===== src/rtl/seven_seg_pkg.sv =====
// Shared segment encodings and sizing helpers for the seven-segment scan driver.
package seven_seg_pkg;

    typedef enum logic [2:0] {
        SEG_IDX_A = 3'd0,
        SEG_IDX_B = 3'd1,
        SEG_IDX_C = 3'd2,
        SEG_IDX_D = 3'd3,
        SEG_IDX_E = 3'd4,
        SEG_IDX_F = 3'd5,
        SEG_IDX_G = 3'd6
    } seg_idx_e;

    // Active-high patterns, bit0 = segment a ... bit6 = segment g.
    localparam logic [6:0] SEG_0     = 7'h3F;
    localparam logic [6:0] SEG_1     = 7'h06;
    localparam logic [6:0] SEG_2     = 7'h5B;
    localparam logic [6:0] SEG_3     = 7'h4F;
    localparam logic [6:0] SEG_4     = 7'h66;
    localparam logic [6:0] SEG_5     = 7'h6D;
    localparam logic [6:0] SEG_6     = 7'h7D;
    localparam logic [6:0] SEG_7     = 7'h07;
    localparam logic [6:0] SEG_8     = 7'h7F;
    localparam logic [6:0] SEG_9     = 7'h6F;
    localparam logic [6:0] SEG_A     = 7'h77;
    localparam logic [6:0] SEG_B     = 7'h7C;
    localparam logic [6:0] SEG_C     = 7'h39;
    localparam logic [6:0] SEG_D     = 7'h5E;
    localparam logic [6:0] SEG_E     = 7'h79;
    localparam logic [6:0] SEG_F     = 7'h71;
    localparam logic [6:0] SEG_BLANK = 7'h00;

    function automatic int clog2_min1(input int n);
        return (n <= 2) ? 1 : $clog2(n);
    endfunction

endpackage


===== src/rtl/seven_seg_scan_driver_if.sv =====
// Datapath-side and pin-side bundle of the seven-segment scan driver.
interface seven_seg_scan_driver_if #(
    parameter int NUM_DIGITS = 4
);
    logic                    en_i;
    logic                    load_i;
    logic [4*NUM_DIGITS-1:0] value_i;
    logic [NUM_DIGITS-1:0]   dp_i;
    logic [6:0]              seg_o;
    logic                    dp_o;
    logic [NUM_DIGITS-1:0]   an_o;
    logic                    frame_o;

    modport master (
        output en_i, load_i, value_i, dp_i,
        input  seg_o, dp_o, an_o, frame_o
    );

    modport slave (
        input  en_i, load_i, value_i, dp_i,
        output seg_o, dp_o, an_o, frame_o
    );

endinterface


===== src/rtl/seven_seg_hex_decoder.sv =====
// Combinational 4-bit code to active-high seven-segment pattern.
module seven_seg_hex_decoder
    import seven_seg_pkg::*;
(
    input  logic [3:0] code_i,
    input  logic       hex_en_i,
    output logic [6:0] seg_o
);

    always_comb begin
        seg_o = SEG_BLANK;
        unique case (code_i)
            4'h0: seg_o = SEG_0;
            4'h1: seg_o = SEG_1;
            4'h2: seg_o = SEG_2;
            4'h3: seg_o = SEG_3;
            4'h4: seg_o = SEG_4;
            4'h5: seg_o = SEG_5;
            4'h6: seg_o = SEG_6;
            4'h7: seg_o = SEG_7;
            4'h8: seg_o = SEG_8;
            4'h9: seg_o = SEG_9;
            4'hA: seg_o = hex_en_i ? SEG_A : SEG_BLANK;
            4'hB: seg_o = hex_en_i ? SEG_B : SEG_BLANK;
            4'hC: seg_o = hex_en_i ? SEG_C : SEG_BLANK;
            4'hD: seg_o = hex_en_i ? SEG_D : SEG_BLANK;
            4'hE: seg_o = hex_en_i ? SEG_E : SEG_BLANK;
            4'hF: seg_o = hex_en_i ? SEG_F : SEG_BLANK;
        endcase
    end

endmodule


===== src/rtl/seven_seg_scan_driver.sv =====
// Time-multiplexed N-digit seven-segment driver with tear-free frame updates.
module seven_seg_scan_driver
    import seven_seg_pkg::*;
#(
    parameter int NUM_DIGITS    = 4,
    parameter int SCAN_DIV      = 50000,
    parameter int COMMON_ANODE  = 0,
    parameter int HEX_EN        = 1,
    parameter int BLANK_LEADING = 1
) (
    input  logic                    clk_i,
    input  logic                    rst_i,
    seven_seg_scan_driver_if.slave  bus
);

    localparam int PW = clog2_min1(SCAN_DIV);
    localparam int IW = clog2_min1(NUM_DIGITS);
    localparam int VW = 4 * NUM_DIGITS;

    localparam logic [PW-1:0] PRESC_LAST = PW'(SCAN_DIV - 1);
    localparam logic [IW-1:0] IDX_LAST   = IW'(NUM_DIGITS - 1);
    localparam logic          POL        = (COMMON_ANODE != 0);
    localparam logic          HEX_ON     = (HEX_EN != 0);
    localparam logic          BLANK_ON   = (BLANK_LEADING != 0);

    logic [PW-1:0]         presc_q, presc_d;
    logic [IW-1:0]         idx_q, idx_d;
    logic                  pend_q, pend_d;
    logic [VW-1:0]         shad_val_q, shad_val_d;
    logic [NUM_DIGITS-1:0] shad_dp_q, shad_dp_d;
    logic [VW-1:0]         disp_val_q, disp_val_d;
    logic [NUM_DIGITS-1:0] disp_dp_q, disp_dp_d;
    logic [6:0]            seg_q, seg_d;
    logic                  dpo_q, dpo_d;
    logic [NUM_DIGITS-1:0] an_q, an_d;
    logic                  frame_q, frame_d;

    logic                  tc;
    logic                  boundary;
    logic [3:0]            sel_nib;
    logic                  sel_dp;
    logic                  sel_upper_zero;
    logic [NUM_DIGITS-1:0] an_hot;
    logic                  blank;
    logic [6:0]            dec_seg;
    logic [6:0]            seg_act;

    always_comb begin
        sel_nib        = '0;
        sel_dp         = 1'b0;
        sel_upper_zero = 1'b0;
        an_hot         = '0;
        for (int k = 0; k < NUM_DIGITS; k++) begin
            if (idx_q == IW'(k)) begin
                sel_nib        = disp_val_q[4*k +: 4];
                sel_dp         = disp_dp_q[k];
                sel_upper_zero = ((disp_val_q >> (4 * k)) == '0);
                an_hot[k]      = 1'b1;
            end
        end
    end

    seven_seg_hex_decoder u_dec (
        .code_i   (sel_nib),
        .hex_en_i (HEX_ON),
        .seg_o    (dec_seg)
    );

    assign blank   = BLANK_ON && (idx_q != '0) && sel_upper_zero;
    assign seg_act = blank ? SEG_BLANK : dec_seg;

    assign tc       = (presc_q == PRESC_LAST);
    assign boundary = bus.en_i && tc && (idx_q == IDX_LAST);

    always_comb begin
        presc_d = presc_q;
        idx_d   = idx_q;
        frame_d = boundary;
        if (!bus.en_i) begin
            presc_d = '0;
            idx_d   = '0;
        end else if (tc) begin
            presc_d = '0;
            idx_d   = (idx_q == IDX_LAST) ? '0 : idx_q + IW'(1);
        end else begin
            presc_d = presc_q + PW'(1);
        end
    end

    // A load landing on the boundary bypasses the shadow so it is never lost.
    always_comb begin
        shad_val_d = shad_val_q;
        shad_dp_d  = shad_dp_q;
        disp_val_d = disp_val_q;
        disp_dp_d  = disp_dp_q;
        pend_d     = pend_q;
        if (boundary) begin
            pend_d = 1'b0;
            if (bus.load_i) begin
                disp_val_d = bus.value_i;
                disp_dp_d  = bus.dp_i;
            end else if (pend_q) begin
                disp_val_d = shad_val_q;
                disp_dp_d  = shad_dp_q;
            end
        end else if (bus.load_i) begin
            shad_val_d = bus.value_i;
            shad_dp_d  = bus.dp_i;
            pend_d     = 1'b1;
        end
    end

    always_comb begin
        seg_d = {7{POL}};
        dpo_d = POL;
        an_d  = {NUM_DIGITS{POL}};
        if (bus.en_i) begin
            seg_d = seg_act ^ {7{POL}};
            dpo_d = sel_dp ^ POL;
            an_d  = an_hot ^ {NUM_DIGITS{POL}};
        end
    end

    always_ff @(posedge clk_i or posedge rst_i) begin
        if (rst_i) begin
            presc_q    <= '0;
            idx_q      <= '0;
            pend_q     <= 1'b0;
            shad_val_q <= '0;
            shad_dp_q  <= '0;
            disp_val_q <= '0;
            disp_dp_q  <= '0;
            seg_q      <= {7{POL}};
            dpo_q      <= POL;
            an_q       <= {NUM_DIGITS{POL}};
            frame_q    <= 1'b0;
        end else begin
            presc_q    <= presc_d;
            idx_q      <= idx_d;
            pend_q     <= pend_d;
            shad_val_q <= shad_val_d;
            shad_dp_q  <= shad_dp_d;
            disp_val_q <= disp_val_d;
            disp_dp_q  <= disp_dp_d;
            seg_q      <= seg_d;
            dpo_q      <= dpo_d;
            an_q       <= an_d;
            frame_q    <= frame_d;
        end
    end

    assign bus.seg_o   = seg_q;
    assign bus.dp_o    = dpo_q;
    assign bus.an_o    = an_q;
    assign bus.frame_o = frame_q;

endmodule


===== src/flat_wrapper.sv =====
// flat-port wrapper written by rule: the top's interface ports become plain ports
module seven_seg_scan_driver_flat import seven_seg_pkg::*;
#(
    parameter int NUM_DIGITS    = 4,
    parameter int SCAN_DIV      = 50000,
    parameter int COMMON_ANODE  = 0,
    parameter int HEX_EN        = 1,
    parameter int BLANK_LEADING = 1
)
  (clk_i, rst_i, bus_en_i, bus_load_i, bus_value_i, bus_dp_i, bus_seg_o, bus_dp_o, bus_an_o, bus_frame_o);
  seven_seg_scan_driver_if #(.NUM_DIGITS(NUM_DIGITS)) bus_i ();
  input  logic clk_i;
  input  logic rst_i;
  input wire logic [$bits(bus_i.en_i)-1:0] bus_en_i;
  input wire logic [$bits(bus_i.load_i)-1:0] bus_load_i;
  input wire logic [$bits(bus_i.value_i)-1:0] bus_value_i;
  input wire logic [$bits(bus_i.dp_i)-1:0] bus_dp_i;
  output wire logic [$bits(bus_i.seg_o)-1:0] bus_seg_o;
  output wire logic [$bits(bus_i.dp_o)-1:0] bus_dp_o;
  output wire logic [$bits(bus_i.an_o)-1:0] bus_an_o;
  output wire logic [$bits(bus_i.frame_o)-1:0] bus_frame_o;
  assign bus_i.en_i = bus_en_i;
  assign bus_i.load_i = bus_load_i;
  assign bus_i.value_i = bus_value_i;
  assign bus_i.dp_i = bus_dp_i;
  assign bus_seg_o = bus_i.seg_o;
  assign bus_dp_o = bus_i.dp_o;
  assign bus_an_o = bus_i.an_o;
  assign bus_frame_o = bus_i.frame_o;
  seven_seg_scan_driver #(.NUM_DIGITS(NUM_DIGITS), .SCAN_DIV(SCAN_DIV), .COMMON_ANODE(COMMON_ANODE), .HEX_EN(HEX_EN), .BLANK_LEADING(BLANK_LEADING)) u_core (.clk_i(clk_i), .rst_i(rst_i), .bus(bus_i));
endmodule

===== config.mk =====
export PLATFORM = sky130hd
export DESIGN_NAME = seven_seg_scan_driver_flat
export DESIGN_NICKNAME = d
export VERILOG_FILES = /design/src/rtl/seven_seg_pkg.sv /design/src/rtl/seven_seg_scan_driver_if.sv /design/src/rtl/seven_seg_hex_decoder.sv /design/src/rtl/seven_seg_scan_driver.sv /design/src/flat_wrapper.sv
export SDC_FILE = /design/constraint.sdc
export NUM_CORES = 1
export LEC_CHECK = 0
export ABC_CLOCK_PERIOD_IN_PS = 3170
export CORE_MARGIN = 3
export CORE_UTILIZATION = 45
export DETAILED_ROUTE_END_ITERATION = 8
export PLACE_DENSITY = 0.65
export SLEW_MARGIN = 30
export SYNTH_ARGS = -nofsm -noshare
export SYNTH_HDL_FRONTEND = slang
export SYNTH_HIERARCHICAL = 1
export SYNTH_SLANG_ARGS = --single-unit

===== constraint.sdc =====
create_clock -name clk_i -period 3.17 [get_ports clk_i]
set_input_delay 0.317 -clock clk_i [delete_from_list [all_inputs] [get_ports clk_i]]
set_output_delay 0.317 -clock clk_i [all_outputs]
set_load 0.02 [all_outputs]

**After elaboration in Yosys (flattened, before gate mapping)**

Index checks and enable logic that the tools add are counted.

- Bits in registers: 72
- Logic and storage cells: 80
- Output and inout port bits: 13
- Input bits: 24

- Bitwise gates (word level): 1
- Add/sub/neg operators: 2
- Equal/unequal tests: 20
- Reduce and logical (&&, ||, !) cells: 14
- Muxes and demuxes: 32

Operators by type and width:

| cell | number |
|---|---|
| 7-bit case mux with 16 select lines | 1 |
| 16-bit zero test | 4 |
| 16-bit 2-to-1 mux | 4 |
| 4-bit equality test, second input constant | 8 |
| 4-bit 2-to-1 mux | 7 |
| 16-bit by 1-bit adder with 16-bit output, second input constant | 1 |
| 16-bit equality test, second input constant | 1 |
| 4-bit by 3-bit equality test with 1-bit output, second input constant | 4 |
| 1-bit 2-to-1 mux | 15 |
| 7-bit 2-to-1 mux | 2 |
| 4-bit by 2-bit equality test with 1-bit output, second input constant | 2 |
| 2-bit 2-to-1 mux | 3 |
| 2-bit nonzero test | 3 |
| 2-bit equality test, second input constant | 2 |
| 4-bit by 1-bit equality test with 1-bit output, second input constant | 1 |
| 4-bit zero test | 1 |
| 2-bit AND reduction | 2 |
| 1-bit logical AND | 3 |
| 2-bit by 1-bit adder with 2-bit output, second input constant | 1 |
| 2-bit by 1-bit equality test with 1-bit output, second input constant | 1 |
| 2-bit zero test | 1 |
| 2-bit by 1-bit != test with 1-bit output, second input constant | 1 |
| 1-bit NOT | 1 |

**Depth between registers and ports, before layout**

- Word-level depth: 9
- Gate-level depth with buffers: 12
- Gate-level depth less buffers: 10

**By module**

The synthesis kept the hierarchy.

Modules (own cells, without submodules):

| module | area each (sq um) | sequential area each (sq um) | cells each | instances |
|---|---|---|---|---|
| seven_seg_scan_driver | 3,395.8 | 1,801.7 | 304 | 1 |
| seven_seg_hex_decoder | 266.5 | 0.0 | 45 | 1 |

**Least setup slack after synthesis**

OpenSTA, ideal clock, no wires.

- Path kind: register to register
- From: register u_core.idx_q[0]
- To: register u_core.seg_q[0], in the netlist u_core/bus.seg_o[0]
- Stages on the path, launching flop included: 11
- Setup slack: 0.923 ns
- Arrival time: 2.128 ns
- Library setup time: 0.119 ns
- Period minus slack after synthesis: 2.247 ns
- Path through: dfrtp_1 > ha_1 > clkbuf_1 > nand3b_1 > a21oi_1 > a21oi_1 > o21ai_0 > buf_4 > o21ai_0 > or3_1 > and2_1

- Longest elaborated chain between the ends: 9

Ends and longest elaborated chain:

| element | line | text |
|---|---|---|
| start, declared | seven_seg_scan_driver.sv:27 | `logic [IW-1:0] idx_q, idx_d;` |
| start signal, assigned | seven_seg_scan_driver.sv:139 | `idx_q <= idx_d;` |
| 2-bit zero test | seven_seg_scan_driver.sv:54 | `if (idx_q == IW'(k)) begin` |
| 4-bit 2-to-1 mux (3 in series) | seven_seg_scan_driver.sv:54 |  |
| 4-bit 2-to-1 mux (*) | seven_seg_scan_driver.sv:54 |  |
| net u_core.sel_nib[1] | seven_seg_scan_driver.sv:40 | `logic [3:0] sel_nib;` |
| 4-bit equality test (tied with other cells) | seven_seg_hex_decoder.sv:12 | `unique case (code_i)` |
| 7-bit case mux with 16 select lines (*) | seven_seg_hex_decoder.sv:12 |  |
| net u_core.dec_seg[0] | seven_seg_scan_driver.sv:45 | `logic [6:0] dec_seg;` |
| 7-bit 2-to-1 mux (*) | seven_seg_scan_driver.sv:70 | `assign seg_act = blank ? SEG_BLANK : dec_seg;` |
| 7-bit 2-to-1 mux (*) | seven_seg_scan_driver.sv:117 | `if (bus.en_i) begin` |
| net u_core.seg_d[0] | seven_seg_scan_driver.sv:33 | `logic [6:0] seg_q, seg_d;` |
| end signal, assigned | seven_seg_scan_driver.sv:133 | `seg_q <= {7{POL}};` |
| end signal, assigned | seven_seg_scan_driver.sv:145 | `seg_q <= seg_d;` |
| end, declared | seven_seg_scan_driver.sv:33 |  |

Mark *: on every way through the listed nets, which the timed path passes. The rest lies on a longest branch.
A chain may end at the register's enable or synchronous reset.

**Final worst setup path**

- From: register u_core.idx_q[1]
- To: register u_core.seg_q[0], in the netlist u_core/bus.seg_o[0]

Same word-level chain as after synthesis.

==> results.cfg <==
[run_status]
status = finished, final reports clean

[setup_path]
crit_start = u_core/idx_q[1]
required_ps = 3400
cp_max_fo = 12
r2r_end = u_core/bus.seg_o[0]
r2r_cells = 11
regToRegStartpoint = u_core/idx_q[1]
critPathTopFamily = simple AND/OR/NAND/NOR gates
crit_arrival_ps = 2590
max_stage_delay_ps = 410
slowest_stage = dfrtp_1
end_kind = register
cp-start-kind = register
crit_chain = inv_1, ha_1, nand3b_1, a21oi_1, a21oi_1, o21ai_0, buf_4, or2b_2, o21ai_0, or3_1, and2_1
critPathBufInv = 2
critPathKind = reg2reg
reg2reg_slack_ps = 810

[clock_network]
hold_buffers = 0
cts_resized = 0
root_buffer = clkbuf_8
clk_pin_slew_ps = 80
htreeDepth = 3
cts_max_path_buffers = 2
cts_sinks = 72
post-cts-setup-buffers = 0
cts_tree = built
cts_buffers = 9
clk_latency_ps = 350

[job]
maxCapViolations = 0

[grt]
grt_pass1_vias = 2644
grt_overflow = 0
antenna_found_initial = 0
grt.total_usage_pct = 17.4
grt_max_degree = 44
grt_pass1_wl_mm = 12.4

[power_and_ir_drop]
ir_worst_vdd_mv = 0.383
internal_power_mw = 1.55
p_leak_nw = 1.90
pwr-share-comb_pct = 8.4
seqPwrFrac_pct = 49.0
total_power_mw = 1.98
p_clk_share_pct = 42.7
powerDensity_nw_per_um2 = 455
switching_share_pct = 21.6
p_sw_mw = 0.428

[synth]
synth.distinct_cells = 54
synth_edf_count = 0
avgSynthCellArea_sq_um = 10.5
yosys_warnings = 6
ys_ff_latch = 72
synth_async_sr_flop_share_pct = 100
netlist_instances = 349
synth_ff_type = dfrtp_1
syn-cell-area_sq_um = 3660
seq_area_frac_synth_pct = 49.2

[sta]
rsz0062_at_grt = false
tightest_slew_ps = 787
whs_ps = 371
clock.fmax_mhz = 423
slew_headroom_pct = 47.4
period_needed_ps = 2360
setup_slack_ps = 806
finClkSkew_ps = 9.86
hold_viol = 0
tns_ps = 0
post-route-period-util_pct = 74.6
finalSetupViolations = 0
finalMaxSlewViolations = 0

[routing]
drt_iter0_drc = 138
drc = 0
via_count = 2644
first_pass_iters = 4
post_drt_wl_per_cell_um = 14.7
routed_wl_mm = 7.30
avgViaCountPerCell = 5.31
postRouteAntennaNets = 0

[finish]
post-route-util_pct = 55.7
final_nets = 420
area_delta_synth_final_pct = 18.7
drive_gt1_share_pct = 14.1
final_area_sq_um = 4350
diodes = 0
fin_cells = 498

[floorplanning]
rows = 32
die_w_um = 96.2
start_util_pct = 46.9
die_area_sq_um = 9260
die_h_um = 96.2
io_pins = 37
coreArea_sq_um = 7810

[hold_path]
hold_path.class = in2async

[place]
pre_cts_ws_ps = 837
placed_area_sq_um = 4110
gp_congestion = 0.798
placed_cells = 482
portBuffers = 36
dp_hpwl_mm = 5.06
[layout make-up]
cell class,count,area [sq um]
Fill cell,694,3460
Sequential cell,72,1800
Multi-Input combinational cell,257,1720
Timing Repair Buffer,44,433
Clock buffer,12,165
Tap cell,102,128
Clock inverter,4,75.1
Inverter,7,26.3
[state kept, by name (all words and copies together) (netlist names), 2 cells and up]
signal	count
u_core/bus.an_o	4
u_core/bus.seg_o	7
u_core/disp_dp_q	4
u_core/disp_val_q	16
u_core/idx_q	2
u_core/presc_q	16
u_core/shad_dp_q	4
u_core/shad_val_q	16
[cell families after synthesis]
logic type,after synthesis,share of synthesized area [%]
adders and majority gates,5,1.71
AOI/OAI and AO/OA,76,12.8
muxes,23,9.02
buffers and inverters,26,4.48
DFF,72,49.2
xor gates and xnor gates,13,3.11
and+or+nand+nor,133,19.6
other,1,0.102
[worst reg2reg max path: stages (launching register included)]
cell,delay [ps]
dfrtp_1,410
inv_1,80
ha_1,300
nand3b_1,210
a21oi_1,170
a21oi_1,60
o21ai_0,170
buf_4,200
or2b_2,130
o21ai_0,60
or3_1,330
and2_1,150
[per-layer routing]
metal  vias up  global-route usage [%]  part of all wire (%)
met5         -                       0                     0
met4         0                    7.46                   1.5
met3        11                    4.61                   3.7
met2        52                    26.7                    47
met1      1278                    23.1                    48
li1       1303                       -                     -
[power groups by stage]
stage | combinational [mW] | clock [mW] | sequential (mW)
2_1_floorplan | 0.101 | 0 | 0.988
6_report | 0.166 | 0.844 | 0.969
5_1_grt | 0.181 | 0.913 | 0.972
4_1_cts | 0.168 | 0.872 | 0.968
3_3_place_gp | 0.167 | 0 | 0.985
3_5_place_dp | 0.167 | 0 | 0.986
[synthesized netlist by cell type, types with 2 or more instances]
cell type / count / share of area [%]
a21oi_1: 17 / 2.3
nor2_1: 26 / 2.7
o21ai_1: 3 / 0.41
nand2b_1: 2 / 0.34
mux2_4: 20 / 8.2
nor2b_1: 4 / 0.68
a32oi_1: 3 / 0.72
inv_1: 7 / 0.72
and2_1: 14 / 2.4
buf_12: 2 / 1.1
nor4_1: 3 / 0.51
nand3b_1: 7 / 1.4
a22oi_1: 17 / 3.5
nand4_1: 3 / 0.51
xnor2_1: 8 / 1.9
mux2i_1: 3 / 0.82
and4bb_2: 2 / 0.68
o21ai_0: 25 / 3.4
xor2_1: 5 / 1.2
o22ai_1: 2 / 0.34
clkbuf_1: 9 / 0.92
ha_1: 5 / 1.7
nand2_1: 45 / 4.6
buf_2: 2 / 0.27
buf_6: 3 / 0.92
or3_1: 4 / 0.68
dfrtp_1: 72 / 49
buf_4: 2 / 0.41
and3_1: 7 / 1.2
nand3_1: 3 / 0.41
[how the worst max path moves through the flow]
stage,end,slack [ps],depth (start not counted)
after floorplan,u_core/bus.seg_o[0],920,10
after global placement,u_core/bus.seg_o[0],910,10
after detailed placement,u_core/bus.seg_o[0],840,11
after CTS,u_core/bus.seg_o[0],830,11
after global routing,u_core/bus.seg_o[0],590,11
final,u_core/bus.seg_o[0],810,11
[layout by cell type (no fill, tap or decap), types with 3 or more instances in the layout]
master	n
a21oi_1	17
a22oi_1	17
a32oi_1	3
and2_1	14
and3_1	7
buf_4	7
clkbuf_8	12
clkdlybuf4s50_1	36
conb_1	7
dfrtp_1	72
ha_1	5
inv_1	6
mux2_4	20
mux2i_1	3
nand2_1	45
nand3_1	3
nand3b_1	7
nand4_1	3
nor2_1	26
nor2b_1	4
nor4_1	3
o21ai_0	25
o21ai_1	3
or3_1	4
xnor2_1	8
xor2_1	5
(Power assumes the default switching activity.)
